`src/rtl/borrow_look_a_head_subtractor_pkg.sv`:
```
// Shared constants, pipeline stage record and lookahead helpers for the
// pipelined borrow-lookahead subtractor.
package borrow_la_pkg;

    localparam int unsigned WIDTH      = 32;
    localparam int unsigned SLICE_W    = 8;
    localparam int unsigned NUM_STAGES = WIDTH / SLICE_W;

    // One in-flight operation. Operands travel whole so later stages can
    // pick their slice; diff fills in from the low end as stages resolve.
    typedef struct packed {
        logic             valid;
        logic [WIDTH-1:0] a;
        logic [WIDTH-1:0] b_n;
        logic [WIDTH-1:0] diff;
        logic             carry;
        logic             sign_a;
    } stage_t;

    // Carries into bits 0..3 of a 4-bit group, flat two-level lookahead.
    function automatic logic [3:0] cla4_carries(
        input logic [3:0] g,
        input logic [3:0] p,
        input logic       c0
    );
        logic [3:0] c;
        c[0] = c0;
        c[1] = g[0] | (p[0] & c0);
        c[2] = g[1] | (p[1] & g[0]) | (p[1] & p[0] & c0);
        c[3] = g[2] | (p[2] & g[1]) | (p[2] & p[1] & g[0])
             | (p[2] & p[1] & p[0] & c0);
        return c;
    endfunction

    // Group generate/propagate as {G, P}.
    function automatic logic [1:0] cla4_group(
        input logic [3:0] g,
        input logic [3:0] p
    );
        logic grp_g;
        logic grp_p;
        grp_g = g[3] | (p[3] & g[2]) | (p[3] & p[2] & g[1])
              | (p[3] & p[2] & p[1] & g[0]);
        grp_p = &p;
        return {grp_g, grp_p};
    endfunction

    // Fold one resolved slice into a stage record.
    function automatic stage_t merge_slice(
        input stage_t             s,
        input logic [SLICE_W-1:0] sum,
        input logic               cout,
        input int unsigned        k
    );
        stage_t r;
        r = s;
        r.diff[k*SLICE_W +: SLICE_W] = sum;
        r.carry = cout;
        return r;
    endfunction

endpackage

```
`src/rtl/borrow_look_a_head_subtractor_cla_slice8.sv`:
```
// Combinational 8-bit carry-lookahead slice: two 4-bit groups joined by a
// group-level lookahead, no internal ripple.
module cla_slice8
    import borrow_la_pkg::*;
(
    input  logic [7:0] a,
    input  logic [7:0] b,
    input  logic       cin,
    output logic [7:0] sum,
    output logic       cout
);

    logic [7:0] g;
    logic [7:0] p;
    logic [1:0] grp_lo;
    logic [1:0] grp_hi;
    logic       c4;
    logic [3:0] c_lo;
    logic [3:0] c_hi;

    assign g      = a & b;
    assign p      = a ^ b;
    assign grp_lo = cla4_group(g[3:0], p[3:0]);
    assign grp_hi = cla4_group(g[7:4], p[7:4]);

    // Both group carries are derived from cin directly, not from each other.
    assign c4   = grp_lo[1] | (grp_lo[0] & cin);
    assign cout = grp_hi[1] | (grp_hi[0] & grp_lo[1]) | (grp_hi[0] & grp_lo[0] & cin);

    assign c_lo = cla4_carries(g[3:0], p[3:0], cin);
    assign c_hi = cla4_carries(g[7:4], p[7:4], c4);
    assign sum  = p ^ {c_hi, c_lo};

endmodule

```
`src/rtl/borrow_look_a_head_subtractor.sv`:
```
// Pipelined subtractor Diff = A - B - Bin computed as A + ~B + ~Bin, one
// 8-bit lookahead slice per stage, with a global stall on output backpressure.
module borrow_look_a_head_subtractor #(
    parameter int unsigned WIDTH   = borrow_la_pkg::WIDTH,
    parameter int unsigned SLICE_W = borrow_la_pkg::SLICE_W
) (
    input  logic             Clk,
    input  logic             Rst,
    input  logic [WIDTH-1:0] A_In,
    input  logic [WIDTH-1:0] B_In,
    input  logic             B_In_Bit,
    input  logic             In_Valid,
    output logic             In_Ready,
    output logic [WIDTH-1:0] Diff,
    output logic             B_Out,
    output logic             Overflow,
    output logic             Out_Valid,
    input  logic             Out_Ready
);

    import borrow_la_pkg::stage_t;
    import borrow_la_pkg::merge_slice;

    localparam int unsigned STAGES = WIDTH / SLICE_W;
    localparam int unsigned LAST   = STAGES - 1;

    stage_t                in_stage;
    stage_t [STAGES-1:0]   src_w;
    stage_t [STAGES-1:0]   res_w;
    stage_t                stage_q [STAGES-1];

    logic [WIDTH-1:0] diff_q;
    logic             bout_q;
    logic             ovf_q;
    logic             out_valid_q;
    logic             advance;

    assign advance  = ~out_valid_q | Out_Ready;
    assign In_Ready = advance & ~Rst;

    always_comb begin
        in_stage        = '0;
        in_stage.valid  = In_Valid;
        in_stage.a      = A_In;
        in_stage.b_n    = ~B_In;
        in_stage.carry  = ~B_In_Bit;
        in_stage.sign_a = A_In[WIDTH-1];
    end

    assign src_w[0] = in_stage;

    for (genvar k = 0; k < STAGES; k++) begin : g_stage
        logic [SLICE_W-1:0] sum;
        logic               cout;

        if (k > 0) begin : g_link
            assign src_w[k] = stage_q[k-1];
        end

        cla_slice8 u_slice (
            .a   (src_w[k].a[k*SLICE_W +: SLICE_W]),
            .b   (src_w[k].b_n[k*SLICE_W +: SLICE_W]),
            .cin (src_w[k].carry),
            .sum (sum),
            .cout(cout)
        );

        assign res_w[k] = merge_slice(src_w[k], sum, cout, k);
    end

    // The final slice lands directly in the output registers, which only
    // reload on a valid result so the outputs hold across bubbles.
    always_ff @(posedge Clk) begin
        if (Rst) begin
            for (int unsigned i = 0; i < LAST; i++) begin
                stage_q[i] <= '0;
            end
            diff_q      <= '0;
            bout_q      <= 1'b0;
            ovf_q       <= 1'b0;
            out_valid_q <= 1'b0;
        end else if (advance) begin
            for (int unsigned i = 0; i < LAST; i++) begin
                stage_q[i] <= res_w[i];
            end
            out_valid_q <= res_w[LAST].valid;
            if (res_w[LAST].valid) begin
                diff_q <= res_w[LAST].diff;
                bout_q <= ~res_w[LAST].carry;
                ovf_q  <= (res_w[LAST].sign_a == res_w[LAST].b_n[WIDTH-1])
                        & (res_w[LAST].diff[WIDTH-1] != res_w[LAST].sign_a);
            end
        end
    end

    assign Diff      = diff_q;
    assign B_Out     = bout_q;
    assign Overflow  = ovf_q;
    assign Out_Valid = out_valid_q;

endmodule

```
`config.mk`:
```
export PLATFORM = sky130hd
export DESIGN_NAME = borrow_look_a_head_subtractor
export DESIGN_NICKNAME = d
export VERILOG_FILES = /design/src/rtl/borrow_look_a_head_subtractor_pkg.sv /design/src/rtl/borrow_look_a_head_subtractor_cla_slice8.sv /design/src/rtl/borrow_look_a_head_subtractor.sv
export SDC_FILE = /design/constraint.sdc
export NUM_CORES = 1
export LEC_CHECK = 0
export CAP_MARGIN = 20
export CORE_MARGIN = 5
export CORE_UTILIZATION = 45
export DETAILED_ROUTE_END_ITERATION = 12
export GPL_TIMING_DRIVEN = 0
export PLACE_DENSITY = 0.67
export SYNTH_ARGS = -nofsm -noshare
export SYNTH_HDL_FRONTEND = slang
export SYNTH_SLANG_ARGS = --single-unit
```
`constraint.sdc`:
```
create_clock -name Clk -period 7.58 [get_ports Clk]
set_input_delay 1.516 -clock Clk [delete_from_list [all_inputs] [get_ports Clk]]
set_output_delay 1.516 -clock Clk [all_outputs]
set_load 0.02 [all_outputs]
```
# [Word level (Yosys, flattened, before mapping)]
# Memory sizes are Yosys's and may differ from the RTL's.
# Cells that the tools add are included.
# Widths: inputs -> output; s select.
[totals] regBits=35 ram_bits=297 inputBits=69 output_inout_bits=36 wordCells=259 memories=1
[mem_list] name="stage_q" depth=3 width=99 read_ports=3 rd_clocked_by_memory_dff=0 wr=3 line_no="borrow_look_a_head_subtractor.sv:30" source="stage_t stage_q [STAGES-1];"
[op_classes] eq_ne=2 mux=8 bitwise_logic=235 n_reduce_logical=9
[ops] operator="$mux 99" count=3
[ops] operator="$and 1x1->1" count=130
[ops] operator="$or 1x1->1" count=88
[ops] operator="$xor 8x8->8" count=8
[ops] operator="$and 8x8->8" count=4
[ops] operator="$not 32->32" count=1
[ops] operator="$reduce_and 4->1" count=8
[ops] operator="$mux 1" count=5
[ops] operator="$not 1->1" count=4
[ops] operator="$reduce_and 2->1" count=1
[ops] operator="$eq 1x1->1" count=1
[ops] operator="$ne 1x1->1" count=1

# [Depth between registers and ports, before layout]
# An unclocked memory read counts as a cell.
[logic_depth] word_depth=12 ltp_mapped=10 ltp_nobuf=10

# [Hierarchy]
# Synthesis repeated with hierarchy kept, for this count alone.
[hier_totals] hier_cells=621 hier_area_um2=8101.5
[by_module_without_submodules] mod="borrow_look_a_head_subtractor" n_inst=1 cells_per_inst=488 area_each_um2=6889.1 seq_area_each_um2=5205.0
[by_module_without_submodules] mod="cla_slice8 at g_stage[2].u_slice ..." n_inst=2 cells_per_inst=32 area_each_um2=296.5 seq_area_each_um2=0.0
[by_module_without_submodules] mod="cla_slice8 at g_stage[0].u_slice" n_inst=1 cells_per_inst=37 area_each_um2=312.8 seq_area_each_um2=0.0
[by_module_without_submodules] mod="cla_slice8 at g_stage[1].u_slice" n_inst=1 cells_per_inst=32 area_each_um2=306.5 seq_area_each_um2=0.0

# [Worst setup path before layout]
# OpenSTA, ideal clock, no wires.
[synth_path] path_type="input port to flip-flop" startpoint="input Rst" endpoint="memory stage_q[0][0] (netlist bit), enable pin" setup_ns=0.536 arrival_time_ns=5.639 required_ns=7.044 path_slack_ns=1.405 cell_stages=3 path_buffers=2 path_cell_list="clkbuf_1 > clkbuf_1 > nand2b_1"
[synth_rtl] item="from (decl)" line_no="borrow_look_a_head_subtractor.sv:8" source="input logic Rst,"
[synth_rtl] item="to (decl)" line_no="borrow_look_a_head_subtractor.sv:30"

# [Worst setup path after layout]
[layout_path] startpoint="input Out_Ready" endpoint="output In_Ready"
[layout_between] elab_chain_len=2
[layout_rtl] item="from (decl)" line_no="borrow_look_a_head_subtractor.sv:18" source="input logic Out_Ready"
[layout_rtl] item="$or 1x1->1" line_no="borrow_look_a_head_subtractor.sv:38" source="assign advance = ~out_valid_q | Out_Ready;"
[layout_rtl] item="$and 1x1->1" line_no="borrow_look_a_head_subtractor.sv:39" source="assign In_Ready = advance & ~Rst;"
[layout_rtl] item="to (decl)" line_no="borrow_look_a_head_subtractor.sv:13" source="output logic In_Ready,"
# No other way between the ends.

==> run summary <==
The flow ran to the end, and the final reports show no timing, DRC or antenna violations. After clock tree synthesis, the repair step resized 0 gates. Ranked by total cell area, the synthesized netlist is headed by sky130_fd_sc_hd__edfxtp_1 (56%), sky130_fd_sc_hd__dfxtp_1 (8.7%), sky130_fd_sc_hd__and2_1 (8.0%). The area growth from synthesis to layout is 23.7%. The initial core utilization came out at 45.3%. The detailed-route wire length is 15500 µm. In this run, synthesis inferred 150 flip-flops with an integrated enable. Summing over every cut layer, the via total after detailed routing is 4971. The later-pin clock latency in the skew report came out at 0.42 ns.

The maximum vdd ir drop came out at approximately 0.00016 V. The final worst slack is 2.28 ns. The count of buffering cells on the critical path with inverters included is 5.

The number of setup violations in the final report is 0. The buffer count from post-CTS setup fixing came out at 0. The number of clock buffers added by TritonCTS is 17. The global-route met1 utilization came out at 18.9%.

The internal portion of the total power is 1700 µW. The first-pass GRT wire length came out at around 25000 µm. CTS placed an instance of sky130_fd_sc_hd__clkbuf_16 at the clock tree root. The sequential share of the synthesized area came out at approximately 65%. The largest stage delay on the critical path came out at approximately 0.70 ns.

Between clock sinks in the finished design, the worst skew comes to ~0.0085 ns. Using the TritonRoute via totals, the vias-per-cell ratio works out to 4.95. Along the worst path, the maximum fanout reaches 10.

For this design the static power due to leakage is around 0.004 µW. The clock network fraction of design power came out at 37.1%. The area of the mapped netlist is 8060 µm². Setup total negative slack on the finished layout was measured at 0 ns. The number of DRC markers after the initial detailed-route iteration came out at 272.

After technology mapping, the gate count stands at 639. The reported max-cap violation count came out at 0. For this run, the detailed router's first-pass iteration total came to 5. STA classifies the critical path startpoint as an input pin. The reported net switching power came out at 481 µW. The power after layout is 2180 µW. The area of the core came out at ~18000 µm². The critical path's slowest cell is sky130_fd_sc_hd__clkdlybuf4s50_1. Setup repair after global routing left no endpoint under its margin. The kind of cell adding the most delay to the critical path is buffers and inverters. The number of global-route vias before repair came out at 5066. The worst path required time came out at 6.06 ns. Net switching is 22.1% of the power. The share of total power dissipated in sequential elements is a little over half. At the end of the flow, the number of nets in the layout was 872. The repair_antennas step left the layout with diodes totalling 0. Data on the critical path arrives at its endpoint at 3.78 ns. The number of antenna violations at the first check in global routing was 0.

The combinational group share of total power is 8.8%. The pin count of the biggest net entering global routing came out at 67. After clock tree synthesis, the clock-pin slew on the worst setup and hold paths is about 0.070 ns.

Summed over all nets, the half-perimeter wirelength after detailed placement is about 11000 µm. STA classifies the critical path endpoint as an output port. The count of buffers from port buffering is between 100 and 150.

The measured slew at the worst slew-check pin is 0.629 ns. The largest total area in the synthesized netlist belongs to sky130_fd_sc_hd__edfxtp_1. The average detailed-routed wire length per instance came out at 15.4 µm. The net count after synthesis came out at around 750.

The die is 144 µm tall. The remaining global-route overflow came out at 0. The critical path goes through clkdlybuf4s50_1 -> nand2b_1 -> nand2b_1 -> buf_2 -> inv_2 -> clkbuf_1 -> clkdlybuf4s50_1. The synthesized area per cell is 12.6 µm². The share of layout cells above drive strength 1 is 5.54%. The number of different library cells in the post-synthesis netlist is 44. The total I/O pin count is 105. The fraction of registers with async set or reset after synthesis is 0%. The placer congestion estimate came out at 0.813. The combined global-route utilization of all metal layers is 15.5%.

The post-place setup slack came out at 2.27 ns. For this run, the top clock speed supported by timing is roughly 0.19 GHz. The die footprint is slightly above 20000 µm². The layer flagged by global routing as most heavily used is met2. The hold buffer count at CTS came out at 0.

The normalized max-slew margin came out at 58.1%. Among all flip-flop cells after synthesis, the most frequent one is sky130_fd_sc_hd__edfxtp_1. The final antenna-violating net count is 0. The die extent in x is about 140 µm. The number of max-slew violations in the final report came out at 0. The number of clock sinks came out at around 190. For this run, design rule violations remaining after detail routing come to 0.

The number of standard-cell rows in the floorplan came out at 49. The met2 layer usage reported by global route is 27.0%. TritonCTS built the clock tree. The classification of the worst setup path is input pin to output port. The tightest min-delay check is of the flop to flop type. The flop and latch count out of synthesis came out at 185. The Yosys step of the flow raised 0 warnings. The final period demand of the worst path is 5.30 ns. The maximum buffer depth of the clock tree came out at 2.

The final count of hold timing violations is 0. Power spread over the standard cell area amounts to 219 nW/µm². The post-route clock period utilization is between 60 and 70%. The H-tree was split into 4 levels. The share of Yosys cell area claimed by the top area cell type is between 50% and 60%.

The met3 layer usage reported by global route came out at 4.06%.
-- flip-flops by register name, indices dropped and copies added (netlist names) --
register,flops
stage_q,150
B_Out,1
Diff,32
Out_Valid,1
Overflow,1
-- logic make-up (layout without fill, tap and decap cells) --
logic type | after synthesis | in the layout | synth area share (%)
muxes | 4 | 4 | 0.621
xor gates and xnor gates | 11 | 11 | 1.20
adders and majority gates | 40 | 40 | 6.96
buffers and inverters | 57 | 194 | 2.70
and+or+nand+nor | 260 | 260 | 16.9
DFF | 185 | 185 | 64.6
AOI/OAI and AO/OA | 82 | 82 | 6.99
-- worst reg2reg max path: cells and delay by family, from the launching register on --
kind                       cells  cell delay, ns
DFF                            1            0.39
xor gates and xnor gates       1            0.23
adders and majority gates      2            0.67
AOI/OAI and AO/OA              4            0.83
and+or+nand+nor                1            0.06
-- worst paths after layout --
path | startpoint | end | slack [ns] | cells after the start
worst min register to register | Diff[9]$_SDFFE_PP0P_ | Diff[9]$_SDFFE_PP0P_ | 0.45 | 2
worst min-delay path | Diff[9]$_SDFFE_PP0P_ | Diff[9]$_SDFFE_PP0P_ | 0.45 | 2
worst max register to register | stage_q[0][149]$_SDFFCE_PN0P_ | stage_q[0][221]$_SDFFCE_PN0P_ | 5.14 | 8
worst max-delay path | Out_Ready | In_Ready | 2.28 | 7
-- routing by layer --
metal  up-vias  routed length (µm)
met3        23                 810
met4         0                 245
met5         -                   0
met1      2334                6550
met2       135                7860
li1       2479                   -
-- final cells by class --
class / count / area (µm²)
fill: 1482 / 7810
sequential: 185 / 5200
multi-input combinational: 397 / 2640
timing repair buffer: 105 / 1080
clock buffer: 22 / 468
tap: 229 / 287
buffer: 29 / 113
inverter: 28 / 105
clock inverter: 10 / 67.6
-- per-stage QoR --
stage	util, %	hold slack, ns	cell area, µm²	cells
final	56.1	0.453	9970	1005
after floorplan	-	0.471	8060	639
after CTS	56.1	0.459	9970	1005
after global routing	56.1	0.474	9970	1005
after detailed placement	53.0	0.449	9430	973
after global placement	52.7	0.443	9380	971
-- Yosys cell counts, types with 3 or more instances --
cell type,n
sky130_fd_sc_hd__a211oi_1,5
sky130_fd_sc_hd__a21o_1,12
sky130_fd_sc_hd__a21oi_1,36
sky130_fd_sc_hd__and2_1,103
sky130_fd_sc_hd__and3_1,5
sky130_fd_sc_hd__buf_1,4
sky130_fd_sc_hd__buf_2,3
sky130_fd_sc_hd__clkbuf_1,22
sky130_fd_sc_hd__dfxtp_1,35
sky130_fd_sc_hd__edfxtp_1,150
sky130_fd_sc_hd__fa_1,8
sky130_fd_sc_hd__ha_1,32
sky130_fd_sc_hd__inv_1,27
sky130_fd_sc_hd__nand2_1,62
sky130_fd_sc_hd__nand2b_1,3
sky130_fd_sc_hd__nand3_1,3
sky130_fd_sc_hd__nand3b_1,4
sky130_fd_sc_hd__nor2_1,50
sky130_fd_sc_hd__nor2b_1,4
sky130_fd_sc_hd__nor3_1,8
sky130_fd_sc_hd__nor3b_1,4
sky130_fd_sc_hd__nor4b_1,5
sky130_fd_sc_hd__o211ai_1,4
sky130_fd_sc_hd__o21a_1,5
sky130_fd_sc_hd__o21ai_0,8
sky130_fd_sc_hd__or4_1,4
sky130_fd_sc_hd__xnor2_1,6
sky130_fd_sc_hd__xor2_1,5
-- power by group through the flow --
| stage | logic, µW | registers, µW | clock network (µW) |
|---|---|---|---|
| after global routing | 213 | 1180 | 864 |
| after floorplan | 110 | 1200 | 0 |
| after CTS | 194 | 1180 | 827 |
| final | 192 | 1180 | 808 |
| after global placement | 185 | 1200 | 0 |
| after detailed placement | 192 | 1200 | 0 |
-- cell usage in the layout (no fill, tap or decap), drive strengths merged, types with 8 or more instances in the layout --
cell / count
o21ai: 8
ha: 32
fa: 8
a21o: 12
inv: 34
nand2: 62
and2: 103
clkdlybuf4s50: 103
buf: 9
nor2: 50
clkbuf: 44
dfxtp: 35
a21oi: 36
edfxtp: 150
nor3: 8
Power figures use the tool's default switching activity.
